**src/rtl/div_pkg.sv**
```systemverilog
// div_pkg -- shared definitions for the iterative divider.
//   DIV_W      operand width
//   DIV_STEPS  number of radix-2 steps per division
//   CNT_W      width of the step counter
//   div_state_e  FSM state encoding used by div_iter
//   cond_neg   two's-complement negate when the flag is set
package div_pkg;

    localparam int unsigned DIV_W     = 32;
    localparam int unsigned DIV_STEPS = 32;
    localparam int unsigned CNT_W     = 6;

    localparam logic [CNT_W-1:0] LAST_STEP = CNT_W'(DIV_STEPS - 1);

    typedef enum logic [1:0] {
        IDLE = 2'd0,
        CALC = 2'd1,
        DONE = 2'd2
    } div_state_e;

    function automatic logic [DIV_W-1:0] cond_neg(input logic [DIV_W-1:0] v,
                                                  input logic             neg);
        return neg ? (~v + 1'b1) : v;
    endfunction

endpackage

```
**src/rtl/div_step.sv**
```systemverilog
// div_step -- one combinational restoring radix-2 division step.
// The {rem, quo} pair is shifted left by one bit; the divisor is subtracted
// from the shifted remainder when it fits, and the quotient LSB records
// whether it did.
//   rem_i  partial remainder before the step
//   quo_i  dividend bits still to be consumed / quotient bits produced so far
//   dvs_i  divisor magnitude
//   rem_o  partial remainder after the step
//   quo_o  shifted quotient with the new bit in the LSB
module div_step
    import div_pkg::*;
(
    input  logic [DIV_W-1:0] rem_i,
    input  logic [DIV_W-1:0] quo_i,
    input  logic [DIV_W-1:0] dvs_i,
    output logic [DIV_W-1:0] rem_o,
    output logic [DIV_W-1:0] quo_o
);

    logic [DIV_W:0] partial;
    logic           fits;

    assign partial = {rem_i, quo_i[DIV_W-1]};
    assign fits    = (partial >= {1'b0, dvs_i});

    // When the subtraction succeeds the difference is always below the
    // divisor, so the top bit dropped by the cast is zero.
    assign rem_o = fits ? DIV_W'(partial - {1'b0, dvs_i}) : partial[DIV_W-1:0];
    assign quo_o = {quo_i[DIV_W-2:0], fits};

endmodule

```
**src/rtl/div_iter.sv**
```systemverilog
// div_iter -- 32-bit iterative signed/unsigned divider, one bit per cycle.
//   clk        clock, rising edge
//   rst        asynchronous active-high reset
//   scr0       dividend, sampled on accept
//   scr1       divisor, sampled on accept
//   divop      1 = signed, 0 = unsigned, sampled on accept
//   div_valid  request valid
//   div_ready  request accepted when div_valid && div_ready
//   cancel     flush: returns to IDLE from any state, beats accept/handshake
//   res_valid  div_res is valid
//   res_ready  consumer takes result when res_valid && res_ready
//   div_res    {remainder, quotient}
// Optional feature: DIV_ZERO_FAST_EN -- a zero divisor skips the iteration
// and returns {scr0, all-ones} on the cycle after accept.
//
// state | meaning
// IDLE  | waiting for a request, div_ready high
// CALC  | 32 restoring steps on the latched magnitudes
// DONE  | sign-corrected result held until consumed
module div_iter
    import div_pkg::*;
(
    input  logic                 clk,
    input  logic                 rst,
    input  logic [DIV_W-1:0]     scr0,
    input  logic [DIV_W-1:0]     scr1,
    input  logic                 divop,
    input  logic                 div_valid,
    output logic                 div_ready,
    input  logic                 cancel,
    output logic                 res_valid,
    input  logic                 res_ready,
    output logic [2*DIV_W-1:0]   div_res
);

    div_state_e         state_q, state_d;
    logic [CNT_W-1:0]   cnt_q, cnt_d;
    logic [DIV_W-1:0]   rem_q, rem_d;
    logic [DIV_W-1:0]   quo_q, quo_d;
    logic [DIV_W-1:0]   dvs_q, dvs_d;
    logic               qneg_q, qneg_d;
    logic               rneg_q, rneg_d;
    logic [2*DIV_W-1:0] res_q, res_d;

    logic [DIV_W-1:0]   step_rem, step_quo;
    logic               sgn_a, sgn_b;
    logic               accept;

    assign div_ready = (state_q == IDLE);
    assign res_valid = (state_q == DONE);
    assign div_res   = res_q;

    assign accept = div_valid && div_ready;
    assign sgn_a  = divop & scr0[DIV_W-1];
    assign sgn_b  = divop & scr1[DIV_W-1];

    div_step u_step (
        .rem_i (rem_q),
        .quo_i (quo_q),
        .dvs_i (dvs_q),
        .rem_o (step_rem),
        .quo_o (step_quo)
    );

    always_comb begin
        state_d = state_q;
        cnt_d   = cnt_q;
        rem_d   = rem_q;
        quo_d   = quo_q;
        dvs_d   = dvs_q;
        qneg_d  = qneg_q;
        rneg_d  = rneg_q;
        res_d   = res_q;

        case (state_q)
            IDLE: begin
                if (accept) begin
                    // Iterate on magnitudes; signs are reapplied at the end.
                    rem_d  = '0;
                    quo_d  = cond_neg(scr0, sgn_a);
                    dvs_d  = cond_neg(scr1, sgn_b);
                    qneg_d = sgn_a ^ sgn_b;
                    rneg_d = sgn_a;
                    cnt_d  = '0;
`ifdef DIV_ZERO_FAST_EN
                    if (scr1 == '0) begin
                        state_d = DONE;
                        res_d   = {scr0, {DIV_W{1'b1}}};
                    end else begin
                        state_d = CALC;
                    end
`else
                    state_d = CALC;
`endif
                end
            end
            CALC: begin
                rem_d = step_rem;
                quo_d = step_quo;
                cnt_d = cnt_q + 1'b1;
                if (cnt_q == LAST_STEP) begin
                    // Sign correction folded into the last step's register
                    // write so the result appears without an extra cycle.
                    state_d = DONE;
                    cnt_d   = '0;
                    res_d   = {cond_neg(step_rem, rneg_q), cond_neg(step_quo, qneg_q)};
                end
            end
            DONE: begin
                if (res_ready) begin
                    state_d = IDLE;
                end
            end
            default: begin
                state_d = IDLE;
            end
        endcase

        if (cancel) begin
            state_d = IDLE;
            cnt_d   = '0;
            res_d   = res_q;
        end
    end

    always_ff @(posedge clk or posedge rst) begin
        if (rst) begin
            state_q <= IDLE;
            cnt_q   <= '0;
            rem_q   <= '0;
            quo_q   <= '0;
            dvs_q   <= '0;
            qneg_q  <= 1'b0;
            rneg_q  <= 1'b0;
            res_q   <= '0;
        end else begin
            state_q <= state_d;
            cnt_q   <= cnt_d;
            rem_q   <= rem_d;
            quo_q   <= quo_d;
            dvs_q   <= dvs_d;
            qneg_q  <= qneg_d;
            rneg_q  <= rneg_d;
            res_q   <= res_d;
        end
    end

endmodule

```
**config.mk**
```make
export PLATFORM = sky130hd
export DESIGN_NAME = div_iter
export DESIGN_NICKNAME = d
export VERILOG_FILES = /design/src/rtl/div_pkg.sv /design/src/rtl/div_step.sv /design/src/rtl/div_iter.sv
export SDC_FILE = /design/constraint.sdc
export NUM_CORES = 1
export LEC_CHECK = 0
export CAP_MARGIN = 5
export CORE_ASPECT_RATIO = 1.4
export CORE_MARGIN = 2
export CORE_UTILIZATION = 40
export CTS_CLUSTER_DIAMETER = 60
export DETAILED_ROUTE_END_ITERATION = 10
export GPL_ROUTABILITY_DRIVEN = 0
export PLACE_DENSITY = 0.66
export SYNTH_ARGS = -nofsm -noshare
export SYNTH_HDL_FRONTEND = slang
export SYNTH_HIERARCHICAL = 1
export SYNTH_SLANG_ARGS = --single-unit
```
**constraint.sdc**
```tcl
create_clock -name clk -period 10.9 [get_ports clk]
set_clock_uncertainty 0.2 [all_clocks]
set_input_delay 2.18 -clock clk [delete_from_list [all_inputs] [get_ports clk]]
set_output_delay 2.18 -clock clk [all_outputs]
set_load 0.02 [all_outputs]
```
==> impl_metrics.py <==
metrics = {
    "run_status": {
        "status": "completed",
    },
    "critical_path": {
        "cp_slowest_cell": "or4_1",
        "required_ns": 10.98,
        "start_kind": "flop",
        "reg2reg_to": "div_res[63]",
        "worst-path-buf-inv": 1,
        "crit_fanout": 31,
        "r2r_start": "rem_q[10]",
        "endpoint": "div_res[63]",
        "worstSetupPathType": "reg2reg",
        "slowest_delay_ns": 0.64,
        "r2r_cells": 15,
        "critPathTopFamily": "simple AND/OR/NAND/NOR gates",
        "r2r_setup_slack_ns": 5.35,
        "end_kind": "flop",
        "path_cells": "ha_1 -> nand4_1 -> nor3_1 -> o211ai_1 -> nor4b_4 -> o21ai_2 -> a31oi_4 -> o21a_4 -> inv_2 -> mux2_2 -> or4_1 -> nand3b_1 -> o41ai_1 -> xor2_1 -> o21ai_1",
        "arrival_ns": 5.63,
        "critical_path.startpoint": "rem_q[10]",
        "cp.depth": 15,
    },
    "routing": {
        "wl_per_cell_um": 18.0,
        "num_vias": 10500,
        "first_pass_iters": 6,
        "ant_nets": 0,
        "drc": 0,
        "initialDrtViolationCount": 632,
        "viasPerCell": 5.66,
        "routed_wl_um": 33400,
    },
    "yosys": {
        "synthesis.nets": 1519,
        "ys.flop_type": "dfrtp_1",
        "ys_ff_latch": 170,
        "synth_commonest_cells": "nand2_1 (211), dfrtp_1 (170), o21ai_0 (120), xor2_1 (90)",
        "yosysTopAreaCell": "dfrtp_1",
        "synth_most_common_cell": "nand2_1",
        "synth_area_leaders": "dfrtp_1 (35%), nand2_1 (6.6%), xor2_1 (6.6%)",
        "synth.top_cell.area_share_pct": 35.4,
        "synth-seq-area-share_pct": 35.4,
        "yosysUniqueCellTypes": 78,
        "synth_cells": 1411,
        "yosysWarnings": 6,
        "synth.avg_cell_area_sq_um": 8.51,
        "synth-async-reset-ratio_pct": 100,
        "synth_edf_count": 0,
        "synthesis.area_sq_um": 12000,
    },
    "grt": {
        "grt_max_degree": 112,
        "antenna_found_initial": 0,
        "grt_pass1_wl_um": 53700,
        "grt.overflow.total": 0,
        "grt_pass1_vias": 10200,
        "gr-usage-all-layers_pct": 21.6,
    },
    "sta": {
        "finalSetupViolCount": 0,
        "tns_ns": 0,
        "finalMaxSlewViolations": 0,
        "max_freq_mhz": 180,
        "hold_viol": 0,
        "worst_slew_pin_slew_ns": 1.15,
        "fin_crit_sh_pct": 50.9,
        "rsz0062_at_grt": "false",
        "maxSlewHeadroom_pct": 22.7,
        "min_period_ns": 5.55,
    },
    "hold_path": {
        "min_path_type": "reg2reg",
    },
    "clock_network": {
        "ctsResizeCount": 0,
        "root_buffer": "clkbuf_16",
        "clockBufferDepth": 2,
        "clock_sinks": 170,
        "clkLatencyLatePin_ns": 0.44,
        "cts_tree": "built",
        "cts_buffers": 17,
        "cts_hold_buf": 0,
        "clk_pin_slew_ns": 0.06,
        "cts_setup_buffers": 0,
        "htreeDepth": 4,
    },
    "power_and_ir_drop": {
        "power-per-cell-area_nw_per_um2": 246,
        "leakage_nw": 5.79,
        "peakVddDrop_mv": 0.190,
    },
    "die": {
        "core_area_sq_um": 29700,
        "num_io_pins": 136,
        "fp.dieH_um": 209,
        "start_util_pct": 40.4,
        "placementRows": 75,
        "die_x_um": 150,
        "die-area_sq_um": 31400,
    },
    "place": {
        "placed_cell_area_sq_um": 13300,
        "portBuffers": 135,
        "dp.final_hpwl_um": 24900,
    },
    "final_layout": {
        "n_antenna_cell": 0,
        "layout.nets": 1567,
        "drive_above_1_share_pct": 7.21,
        "fillers": 2897,
        "final_area_sq_um": 13900,
        "area_delta_synth_final_pct": 15.7,
    },
    "job": {
        "cap_violations": 0,
    },
}
[report_power, final]
part           switching (W)  internal (W)  leakage [nW]
Sequential          0.000114      0.000733          2.24
Clock               0.000266      0.000311         0.263
Combinational        0.00120      0.000783          3.29
[cell type report]
| class | count | area [sq um] | share of cell area (%) |
|---|---|---|---|
| clock buffer | 20 | 467 | 3.36 |
| clock inverter | 11 | 90.1 | 0.648 |
| inverter | 54 | 208 | 1.49 |
| multi-input combinational | 1072 | 6980 | 50.2 |
| sequential | 170 | 4250 | 30.6 |
| tap | 385 | 482 | 3.47 |
| timing repair buffer | 144 | 1420 | 10.2 |
[per-layer routing]
layer / track usage, % / part of all wire (%) / vias to the layer above
li1: - / - / 5109
met1: 25.9 / 40 / 5010
met2: 37.5 / 52 / 304
met3: 2.84 / 3.9 / 75
met4: 11.1 / 4.5 / 0
met5: 0 / 0 / -
[worst min-delay path: stages, from the launching register on]
cell and delay, ns:
dfrtp_1 0.34, nand2_1 0.04, o21ai_0 0.06
[logic make-up (layout without fill, tap and decap cells)]
| logic type | count (synthesis) | after routing | share of synthesized area, % |
|---|---|---|---|
| AND/OR/NAND/NOR | 494 | 494 | 20.0 |
| XOR/XNOR | 125 | 125 | 9.12 |
| flip-flops | 170 | 170 | 35.4 |
| adder cells (fa/ha/maj) | 38 | 38 | 4.02 |
| multiplexers | 50 | 50 | 4.76 |
| AO/OA/AOI/OAI | 365 | 365 | 20.0 |
| buffers and inverters | 169 | 229 | 6.66 |
[cells in the final DEF, fill, tap and decap left out, types with 13 or more instances in the layout]
cell               n
clkdlybuf4s50_1  135
a22o_1            13
nor3_1            26
inv_1             52
nand4_1           18
nand3_1           50
nor2_1            65
o31ai_1           33
mux2i_1           20
clkbuf_16         17
xor2_1            90
nand2_1          211
or3_1             14
ha_1              37
xnor2_1           35
o21ai_0          120
mux2_2            21
o41ai_1           21
a21oi_1           51
dfrtp_1          170
nor4_1            26
or4_1             16
o21ai_1           35
[worst min path at each step]
stage / start / endpoint / slack [ns] / cells after the start
floorplan: dvs_q[10] / dvs_q[10] / 0.25 / 2
global placement: div_res[48] / div_res[48] / 0.26 / 2
finish: div_res[46] / div_res[46] / 0.28 / 2
global route: div_res[46] / div_res[46] / 0.31 / 2
CTS: dvs_q[24] / dvs_q[24] / 0.29 / 2
detailed placement: div_res[49] / div_res[49] / 0.27 / 2
[through the flow]
step                      utilization, %  instances  hold slack [ns]  power [W]  setup WS [ns]
after global placement              44.8       1825            0.260    0.00278           5.56
after global routing                46.7       1856            0.310    0.00364           4.96
after floorplan                        -       1411            0.250    0.00238           3.92
after detailed placement            44.8       1825            0.270    0.00282           5.41
final                               46.7       1856            0.276    0.00341           5.35
after CTS                           46.7       1856            0.286    0.00340           5.40
[registers in the layout (all words and copies together) (netlist names)]
register / cells
div_res: 64
dvs_q: 32
quo_q: 32
rem_q: 32
cnt_q: 6
state_q: 2
qneg_q: 1
rneg_q: 1
Note: power is estimated with default switching activity, not from simulation.
